**src/rtl/id_stage_rf_if.sv**
```systemverilog
// ID-stage bus: pipeline-control, register-write, forwarding and ID->EX signals.
// The IF/ID/control side is the master; the decode stage is the slave.
interface id_stage_rf_if #(
    parameter int FWD_N = 2,
    parameter int WR_N  = 1
);
    logic                   stall_in;
    logic                   flush;
    logic [31:0]            epc;
    logic [31:0]            id_pc;
    logic [31:0]            id_instr;
    logic [31:0]            id_exc;
    logic                   id_bd;
    logic                   id_use_rs;
    logic                   id_use_rt;
    logic [WR_N-1:0]        wr_en;
    logic [WR_N-1:0][4:0]   wr_addr;
    logic [WR_N-1:0][31:0]  wr_data;
    logic [FWD_N-1:0]       fwd_vld;
    logic [FWD_N-1:0]       fwd_rdy;
    logic [FWD_N-1:0][4:0]  fwd_addr;
    logic [FWD_N-1:0][31:0] fwd_data;
    logic                   stall_out;
    logic                   redirect;
    logic [31:0]            target;
    logic [31:0]            ex_rs;
    logic [31:0]            ex_rt;
    logic [31:0]            ex_instr;
    logic [31:0]            ex_pc;
    logic [31:0]            ex_exc;
    logic                   ex_bd;

    modport master (
        output stall_in, flush, epc, id_pc, id_instr, id_exc, id_bd, id_use_rs, id_use_rt,
               wr_en, wr_addr, wr_data, fwd_vld, fwd_rdy, fwd_addr, fwd_data,
        input  stall_out, redirect, target, ex_rs, ex_rt, ex_instr, ex_pc, ex_exc, ex_bd
    );

    modport slave (
        input  stall_in, flush, epc, id_pc, id_instr, id_exc, id_bd, id_use_rs, id_use_rt,
               wr_en, wr_addr, wr_data, fwd_vld, fwd_rdy, fwd_addr, fwd_data,
        output stall_out, redirect, target, ex_rs, ex_rt, ex_instr, ex_pc, ex_exc, ex_bd
    );
endinterface

```
**src/rtl/id_stage_rf.sv**
```systemverilog
// MIPS decode stage: register file, operand forwarding, load-use stall, branch resolution, ID->EX register.
// Define ID_EXT_BRANCH_EN to also resolve blez/bgtz/bltz/bgez/jalr.
module id_stage_rf #(
    parameter int FWD_N = 2,
    parameter int WR_N  = 1
) (
    input logic         clk,
    input logic         rst,
    id_stage_rf_if.slave bus
);
    localparam logic [5:0] OP_SPECIAL = 6'b000000;
    localparam logic [5:0] OP_J       = 6'b000010;
    localparam logic [5:0] OP_JAL     = 6'b000011;
    localparam logic [5:0] OP_BEQ     = 6'b000100;
    localparam logic [5:0] OP_BNE     = 6'b000101;
    localparam logic [5:0] OP_COP0    = 6'b010000;
    localparam logic [5:0] FN_JR      = 6'b001000;
    localparam logic [5:0] FN_ERET    = 6'b011000;
`ifdef ID_EXT_BRANCH_EN
    localparam logic [5:0] OP_REGIMM  = 6'b000001;
    localparam logic [5:0] OP_BLEZ    = 6'b000110;
    localparam logic [5:0] OP_BGTZ    = 6'b000111;
    localparam logic [5:0] FN_JALR    = 6'b001001;
`endif

    logic [31:0] regs [32];
    logic [4:0]  rs_idx, rt_idx;
    logic [5:0]  opcode, func;
    logic [31:0] rs_val, rt_val;
    logic        rs_hit, rt_hit, rs_rdy, rt_rdy;
    logic        s_eff, taken;
    logic [31:0] pc4, br_tgt, jmp_tgt, dest;

    assign opcode  = bus.id_instr[31:26];
    assign func    = bus.id_instr[5:0];
    assign rs_idx  = bus.id_instr[25:21];
    assign rt_idx  = bus.id_instr[20:16];
    assign pc4     = bus.id_pc + 32'd4;
    assign br_tgt  = pc4 + {{14{bus.id_instr[15]}}, bus.id_instr[15:0], 2'b00};
    assign jmp_tgt = {bus.id_pc[31:28], bus.id_instr[25:0], 2'b00};

    // Register 0 is never written, so after reset it always reads as zero.
    always_ff @(posedge clk) begin
        if (rst) begin
            for (int i = 0; i < 32; i++) regs[i] <= '0;
        end else begin
            for (int w = 0; w < WR_N; w++)
                if (bus.wr_en[w] && bus.wr_addr[w] != 5'd0)
                    regs[bus.wr_addr[w]] <= bus.wr_data[w];
        end
    end

    // Ascending write-port scan lets the highest port win; descending channel scan lets channel 0 win.
    always_comb begin
        rs_val = regs[rs_idx];
        rt_val = regs[rt_idx];
        rs_hit = 1'b0;
        rt_hit = 1'b0;
        rs_rdy = 1'b1;
        rt_rdy = 1'b1;
        for (int w = 0; w < WR_N; w++) begin
            if (bus.wr_en[w] && bus.wr_addr[w] == rs_idx && rs_idx != 5'd0) rs_val = bus.wr_data[w];
            if (bus.wr_en[w] && bus.wr_addr[w] == rt_idx && rt_idx != 5'd0) rt_val = bus.wr_data[w];
        end
        for (int c = FWD_N - 1; c >= 0; c--) begin
            if (bus.fwd_vld[c] && bus.fwd_addr[c] == rs_idx && rs_idx != 5'd0) begin
                rs_val = bus.fwd_data[c];
                rs_hit = 1'b1;
                rs_rdy = bus.fwd_rdy[c];
            end
            if (bus.fwd_vld[c] && bus.fwd_addr[c] == rt_idx && rt_idx != 5'd0) begin
                rt_val = bus.fwd_data[c];
                rt_hit = 1'b1;
                rt_rdy = bus.fwd_rdy[c];
            end
        end
    end

    assign bus.stall_out = (rs_hit && !rs_rdy && bus.id_use_rs) ||
                           (rt_hit && !rt_rdy && bus.id_use_rt);
    assign s_eff         = bus.stall_in | bus.stall_out;

    always_comb begin
        taken = 1'b0;
        dest  = pc4;
        case (opcode)
            OP_BEQ: begin
                taken = (rs_val == rt_val);
                dest  = br_tgt;
            end
            OP_BNE: begin
                taken = (rs_val != rt_val);
                dest  = br_tgt;
            end
            OP_J, OP_JAL: begin
                taken = 1'b1;
                dest  = jmp_tgt;
            end
            OP_SPECIAL: begin
`ifdef ID_EXT_BRANCH_EN
                if (func == FN_JR || func == FN_JALR) begin
`else
                if (func == FN_JR) begin
`endif
                    taken = 1'b1;
                    dest  = rs_val;
                end
            end
            OP_COP0: begin
                if (bus.id_instr[25] && func == FN_ERET) begin
                    taken = 1'b1;
                    dest  = bus.epc;
                end
            end
`ifdef ID_EXT_BRANCH_EN
            OP_BLEZ: begin
                taken = rs_val[31] || (rs_val == 32'd0);
                dest  = br_tgt;
            end
            OP_BGTZ: begin
                taken = !rs_val[31] && (rs_val != 32'd0);
                dest  = br_tgt;
            end
            OP_REGIMM: begin
                if (rt_idx == 5'd0) taken = rs_val[31];
                if (rt_idx == 5'd1) taken = !rs_val[31];
                dest = br_tgt;
            end
`endif
            default: ;
        endcase
    end

    assign bus.target   = taken ? dest : pc4;
    assign bus.redirect = taken && !rst && !s_eff;

    // A stall inserts a bubble that still carries the ID pc/bd so a later exception has a valid EPC.
    always_ff @(posedge clk) begin
        if (rst) begin
            bus.ex_rs    <= '0;
            bus.ex_rt    <= '0;
            bus.ex_instr <= '0;
            bus.ex_pc    <= '0;
            bus.ex_exc   <= '0;
            bus.ex_bd    <= 1'b0;
        end else if (bus.flush) begin
            bus.ex_rs    <= '0;
            bus.ex_rt    <= '0;
            bus.ex_instr <= '0;
            bus.ex_exc   <= '0;
        end else if (s_eff) begin
            bus.ex_instr <= '0;
            bus.ex_exc   <= '0;
            bus.ex_pc    <= bus.id_pc;
            bus.ex_bd    <= bus.id_bd;
        end else begin
            bus.ex_rs    <= rs_val;
            bus.ex_rt    <= rt_val;
            bus.ex_instr <= bus.id_instr;
            bus.ex_pc    <= bus.id_pc;
            bus.ex_exc   <= bus.id_exc;
            bus.ex_bd    <= bus.id_bd;
        end
    end
endmodule

```
**src/flat_wrapper.sv**
```systemverilog
// flat-port wrapper written by rule: the top's interface ports become plain ports
module id_stage_rf_flat 
#(
    parameter int FWD_N = 2,
    parameter int WR_N  = 1
)
  (clk, rst, bus_stall_in, bus_flush, bus_epc, bus_id_pc, bus_id_instr, bus_id_exc, bus_id_bd, bus_id_use_rs, bus_id_use_rt, bus_wr_en, bus_wr_addr, bus_wr_data, bus_fwd_vld, bus_fwd_rdy, bus_fwd_addr, bus_fwd_data, bus_stall_out, bus_redirect, bus_target, bus_ex_rs, bus_ex_rt, bus_ex_instr, bus_ex_pc, bus_ex_exc, bus_ex_bd);
  id_stage_rf_if #(.FWD_N(FWD_N), .WR_N(WR_N)) bus_i ();
  input logic clk;
  input logic rst;
  input wire logic [$bits(bus_i.stall_in)-1:0] bus_stall_in;
  input wire logic [$bits(bus_i.flush)-1:0] bus_flush;
  input wire logic [$bits(bus_i.epc)-1:0] bus_epc;
  input wire logic [$bits(bus_i.id_pc)-1:0] bus_id_pc;
  input wire logic [$bits(bus_i.id_instr)-1:0] bus_id_instr;
  input wire logic [$bits(bus_i.id_exc)-1:0] bus_id_exc;
  input wire logic [$bits(bus_i.id_bd)-1:0] bus_id_bd;
  input wire logic [$bits(bus_i.id_use_rs)-1:0] bus_id_use_rs;
  input wire logic [$bits(bus_i.id_use_rt)-1:0] bus_id_use_rt;
  input wire logic [$bits(bus_i.wr_en)-1:0] bus_wr_en;
  input wire logic [$bits(bus_i.wr_addr)-1:0] bus_wr_addr;
  input wire logic [$bits(bus_i.wr_data)-1:0] bus_wr_data;
  input wire logic [$bits(bus_i.fwd_vld)-1:0] bus_fwd_vld;
  input wire logic [$bits(bus_i.fwd_rdy)-1:0] bus_fwd_rdy;
  input wire logic [$bits(bus_i.fwd_addr)-1:0] bus_fwd_addr;
  input wire logic [$bits(bus_i.fwd_data)-1:0] bus_fwd_data;
  output wire logic [$bits(bus_i.stall_out)-1:0] bus_stall_out;
  output wire logic [$bits(bus_i.redirect)-1:0] bus_redirect;
  output wire logic [$bits(bus_i.target)-1:0] bus_target;
  output wire logic [$bits(bus_i.ex_rs)-1:0] bus_ex_rs;
  output wire logic [$bits(bus_i.ex_rt)-1:0] bus_ex_rt;
  output wire logic [$bits(bus_i.ex_instr)-1:0] bus_ex_instr;
  output wire logic [$bits(bus_i.ex_pc)-1:0] bus_ex_pc;
  output wire logic [$bits(bus_i.ex_exc)-1:0] bus_ex_exc;
  output wire logic [$bits(bus_i.ex_bd)-1:0] bus_ex_bd;
  assign bus_i.stall_in = bus_stall_in;
  assign bus_i.flush = bus_flush;
  assign bus_i.epc = bus_epc;
  assign bus_i.id_pc = bus_id_pc;
  assign bus_i.id_instr = bus_id_instr;
  assign bus_i.id_exc = bus_id_exc;
  assign bus_i.id_bd = bus_id_bd;
  assign bus_i.id_use_rs = bus_id_use_rs;
  assign bus_i.id_use_rt = bus_id_use_rt;
  assign bus_i.wr_en = bus_wr_en;
  assign bus_i.wr_addr = bus_wr_addr;
  assign bus_i.wr_data = bus_wr_data;
  assign bus_i.fwd_vld = bus_fwd_vld;
  assign bus_i.fwd_rdy = bus_fwd_rdy;
  assign bus_i.fwd_addr = bus_fwd_addr;
  assign bus_i.fwd_data = bus_fwd_data;
  assign bus_stall_out = bus_i.stall_out;
  assign bus_redirect = bus_i.redirect;
  assign bus_target = bus_i.target;
  assign bus_ex_rs = bus_i.ex_rs;
  assign bus_ex_rt = bus_i.ex_rt;
  assign bus_ex_instr = bus_i.ex_instr;
  assign bus_ex_pc = bus_i.ex_pc;
  assign bus_ex_exc = bus_i.ex_exc;
  assign bus_ex_bd = bus_i.ex_bd;
  id_stage_rf #(.FWD_N(FWD_N), .WR_N(WR_N)) u_core (.clk(clk), .rst(rst), .bus(bus_i));
endmodule
```
**config.mk**
```make
export PLATFORM = sky130hd
export DESIGN_NAME = id_stage_rf_flat
export DESIGN_NICKNAME = d
export VERILOG_FILES = /design/src/rtl/id_stage_rf_if.sv /design/src/rtl/id_stage_rf.sv /design/src/flat_wrapper.sv
export SDC_FILE = /design/constraint.sdc
export NUM_CORES = 2
export LEC_CHECK = 0
export ABC_CLOCK_PERIOD_IN_PS = 6900
export CAP_MARGIN = 15
export CORE_UTILIZATION = 58
export DETAILED_ROUTE_END_ITERATION = 10
export PLACE_DENSITY = 0.79
export REMOVE_ABC_BUFFERS = 1
export SYNTH_ARGS = -nofsm -noshare
export SYNTH_HDL_FRONTEND = slang
export SYNTH_SLANG_ARGS = --single-unit
```
**constraint.sdc**
```tcl
create_clock -name clk -period 6.9 [get_ports clk]
set_input_delay 1.38 -clock clk [delete_from_list [all_inputs] [get_ports clk]]
set_output_delay 1.38 -clock clk [all_outputs]
set_load 0.005 [all_outputs]
```
==> summary.md <==
| Metric | Value |
|---|---|
| Setup TNS | `-18290 ps` |
| Final Max Tran Viols | `0` |
| Wire length on met2 | `between 100000 and 150000 um` |
| CTS tree | `done` |
| Fraction of layout cells with a size suffix above 1 | `30.24%` |
| Gpl congestion | `about 1.1` |
| Antenna viol nets, final | `0` |
| Largest net degree at the start of global routing | `67` |
| Met1 wire length | `93790 um` |
| Die H | `339.3 um` |
| GRT Util Overall | `49.07%` |
| Most common cell after layout, fill and taps aside | `edfxtp_1` |
| Root Buffer | `clkbuf_16` |
| CP max-delay cell | `a2111oi_4` |
| I/O pin count | `446` |
| Worst Path Max Fanout | `16` |
| Vias per cell | `7.042` |
| Critical path class | `in2out` |
| CP required | `between 5000 and 6000 ps` |
| FILL cells | `7211` |
| Crit path DAT | `6210 ps` |
| Post-Syn Area per Cell | `about 13 um^2` |
| # clock sinks | `around 1200` |
| Post-synthesis compound-gate area fraction | `8.169%` |
| Top layer in use | `met5` |
| Clock period minus worst slack | `7587 ps` |
| Main combinational cell family by area after synthesis | `multiplexers` |
| DIE WIDTH | `339.3 um` |
| Vias | `55190` |
| Crit path largest cell delay | `420 ps` |
| Rel. slew slack | `15.66%` |
| Critical path cell sequence | `buf_16 > buf_8 > xnor2_1 > nand4_1 > buf_4 > or2_4 > buf_16 > o311ai_4 > a22o_1 > o21ai_2 > a2111oi_4 > buf_4 > nand4_1 > nor4_4 > buf_4 > xnor2_4 > o21ai_4 > buf_12 > buf_12 > buf_8 > mux2_4 > buf_6` |
| Max_cap viols | `0` |
| Initial antenna violation count | `26` |
| Global-route wire length before repair | `394800 um` |
| Worst Slack Setup Final | `-687.2 ps` |
| Yosys warns | `0` |
| Unrepaired setup endpoints after global routing | `yes` |
| DR iter-0 viols | `8698` |
| Main synth FF type | `edfxtp_1` |
| Element type at the critical path end | `output pin` |
| Async set-reset flop share out of synthesis | `0%` |
| Pre-CTS setup slack | `-1152 ps` |
| Drt first pass iters | `6` |
| Vias in the first global route | `53250` |
| Drt total wl | `290000 um` |
| Post-synthesis simple-gate area fraction | `about 15%` |
| GRT overflow | `0` |
| PwrDens | `223.9 nW/um^2` |
| Post-Place Cells | `7482` |
| DR WL met3 | `between 40000 and 50000 um` |
| #FFs+latches synth | `1185` |
| Buffers on Ports | `445` |
| Post-synth EDFFs | `slightly above 1000` |
| Max Fclk | `131.8 MHz` |
| Max Clock Skew | `28.16 ps` |
| Site Rows | `123` |
| Mapped Cells | `5132` |
| Worst-skew pair later-pin latency | `between 700 and 800 ps` |
| Post-synthesis mux area share | `about a fifth` |
| Final std cells w/o fill | `7838` |
| P&R area growth vs syn | `27.71%` |
| Failing checks | `negative setup slack` |
| Synth Area in XOR/XNOR | `around 1.5%` |
| Max clock buf depth | `3` |
| Seq/Total Area, Yosys | `approximately half` |
| CTS clock-pin slew for the worst setup and hold paths | `about 60 ps` |
| DRC violations left | `0` |
| Post-Synthesis Cell Area | `65970 um^2` |
| Most used cell, CP | `buf_4` |
| Drt wl/cell | `37.00 um` |
| Type of the worst min-delay path | `reg2reg` |
| CTS buffer count | `130` |
| Status | `complete, but fails checks` |
| DPL Wire Length | `200700 um` |
| Period utilization | `110.0%` |
| Final setup vio count | `31` |
| Starting Density | `58.56%` |
| Total Nets Final | `6502` |
| Leakage | `31.58 nW` |
| Adder-cell share of the synthesized area | `0.5993%` |
| CORE AREA | `112700 um^2` |
| Worst VDD drop | `0.2611 mV` |
| Total power | `about 0.019 W` |
| Final Hold Fails | `0` |
| Htree depth | `4` |
| DIE AREA | `115100 um^2` |
| Library cells used by synthesis | `90` |
| Hold Buf Count CTS | `0` |
| Worst-margin pin slew | `1265 ps` |
| CP Launch Type | `primary input` |
| Most frequent cells in the layout | `edfxtp_1, and2_1, buf_4` |
==> cell families (layout without fill, tap and decap cells) <==
group                      count (synthesis)  in the layout
and+or+nand+nor                         1758           1758
DFF                                     1185           1185
muxes                                    757            757
AOI/OAI and AO/OA                        733            733
buffers and inverters                    557           1711
xor gates and xnor gates                 110            110
adders and majority gates                 31             31
other                                      1             53
==> cell usage after synthesis, drive strengths merged (24+ instances only) <==
library cell | instances | share of area, %
edfxtp | 1024 | 47
and2 | 1003 | 9.5
mux4 | 386 | 13
clkbuf | 356 | 2.0
mux2i | 299 | 4.5
nor2 | 264 | 1.5
buf | 167 | 2.0
dfxtp | 161 | 4.9
nor3 | 128 | 0.97
a21oi | 119 | 0.90
nand2 | 118 | 0.67
a221oi | 92 | 1.2
o21ai | 90 | 0.69
o22ai | 73 | 0.69
mux2 | 72 | 1.2
xor2 | 58 | 0.77
o211ai | 53 | 0.62
xnor2 | 52 | 0.69
o221ai | 44 | 0.58
or2 | 44 | 0.42
nand3 | 39 | 0.30
nand4 | 38 | 0.36
nor4 | 34 | 0.41
a2111oi | 33 | 0.46
inv | 33 | 0.19
a211oi | 31 | 0.37
ha | 30 | 0.57
nand3b | 24 | 0.27
==> power by group <==
part | total, W | internal (W) | switching, W
Clock | 0.00691 | 0.00397 | 0.00294
Combinational | 0.00358 | 0.00159 | 0.00199
Sequential | 0.00838 | 0.00816 | 0.000215
==> layout make-up <==
class | instances | area, um^2 | share of cell area, %
flip-flops and latches | 1185 | 33970 | 40.32
clock inverters | 56 | 555.5 | 0.6594
repair buffers | 1448 | 13720 | 16.28
clock buffers | 173 | 3588 | 4.259
inverters | 34 | 127.6 | 0.1515
multi-input cells | 3421 | 30360 | 36.03
diodes | 21 | 52.55 | 0.06238
well taps | 1500 | 1877 | 2.228
==> per-stage QoR <==
| step | utilization [%] | hold WS, ps | cell area [um^2] |
|---|---|---|---|
| floorplan | - | 452.7 | 63450 |
| global placement | 69.04 | 443.9 | 77780 |
| detailed placement | 69.04 | 447.3 | 77780 |
| CTS | 73.86 | 455.3 | 83200 |
| global route | 74.76 | 494.3 | 84220 |
| finish | 74.78 | 461.2 | 84250 |
==> flip-flops by register name, indices dropped and copies added, names as in the netlist <==
signal / cells
u_core.bus.ex_rt: 32
u_core.bus.ex_exc: 32
u_core.bus.ex_rs: 32
u_core.bus.ex_pc: 32
u_core.bus.ex_instr: 32
u_core.bus.ex_bd: 1
u_core.regs: 1024
==> metal layers <==
layer | GRT usage [%] | vias to the layer above
li1 | - | 21760
met1 | 59.91 | 26860
met2 | 72.62 | 5235
met3 | 14.37 | 1337
met4 | 40.32 | 6
met5 | 0 | -
==> worst max-delay path, delay by kind of cell <==
kind                   cells  cell delay (ps)
XOR/XNOR                   2              330
multiplexers               1              310
AO/OA/AOI/OAI              5             1230
buffers and inverters     10             1730
AND/OR/NAND/NOR            4             1210
==> worst paths after layout <==
kind / startpoint / depth (start not counted) / slack (ps) / endpoint
worst min register to register: u_core.bus.ex_rt[31] / 2 / 460 / u_core.bus.ex_rt[31]
worst min-delay path: u_core.bus.ex_rt[31] / 2 / 460 / u_core.bus.ex_rt[31]
worst max register to register: u_core.regs[3][30] / 9 / 4120 / u_core.bus.ex_rs[30]
worst max-delay path: bus_id_instr[18] / 22 / -690 / bus_target[9]
==> repair_timing <==
action	CTS	global route
endpoints found under the setup margin	31	31
pin swaps	48	36
gates resized for setup	291	128
gates cloned	6	5
buffers inserted	51	46
(Power assumes the default switching activity.)
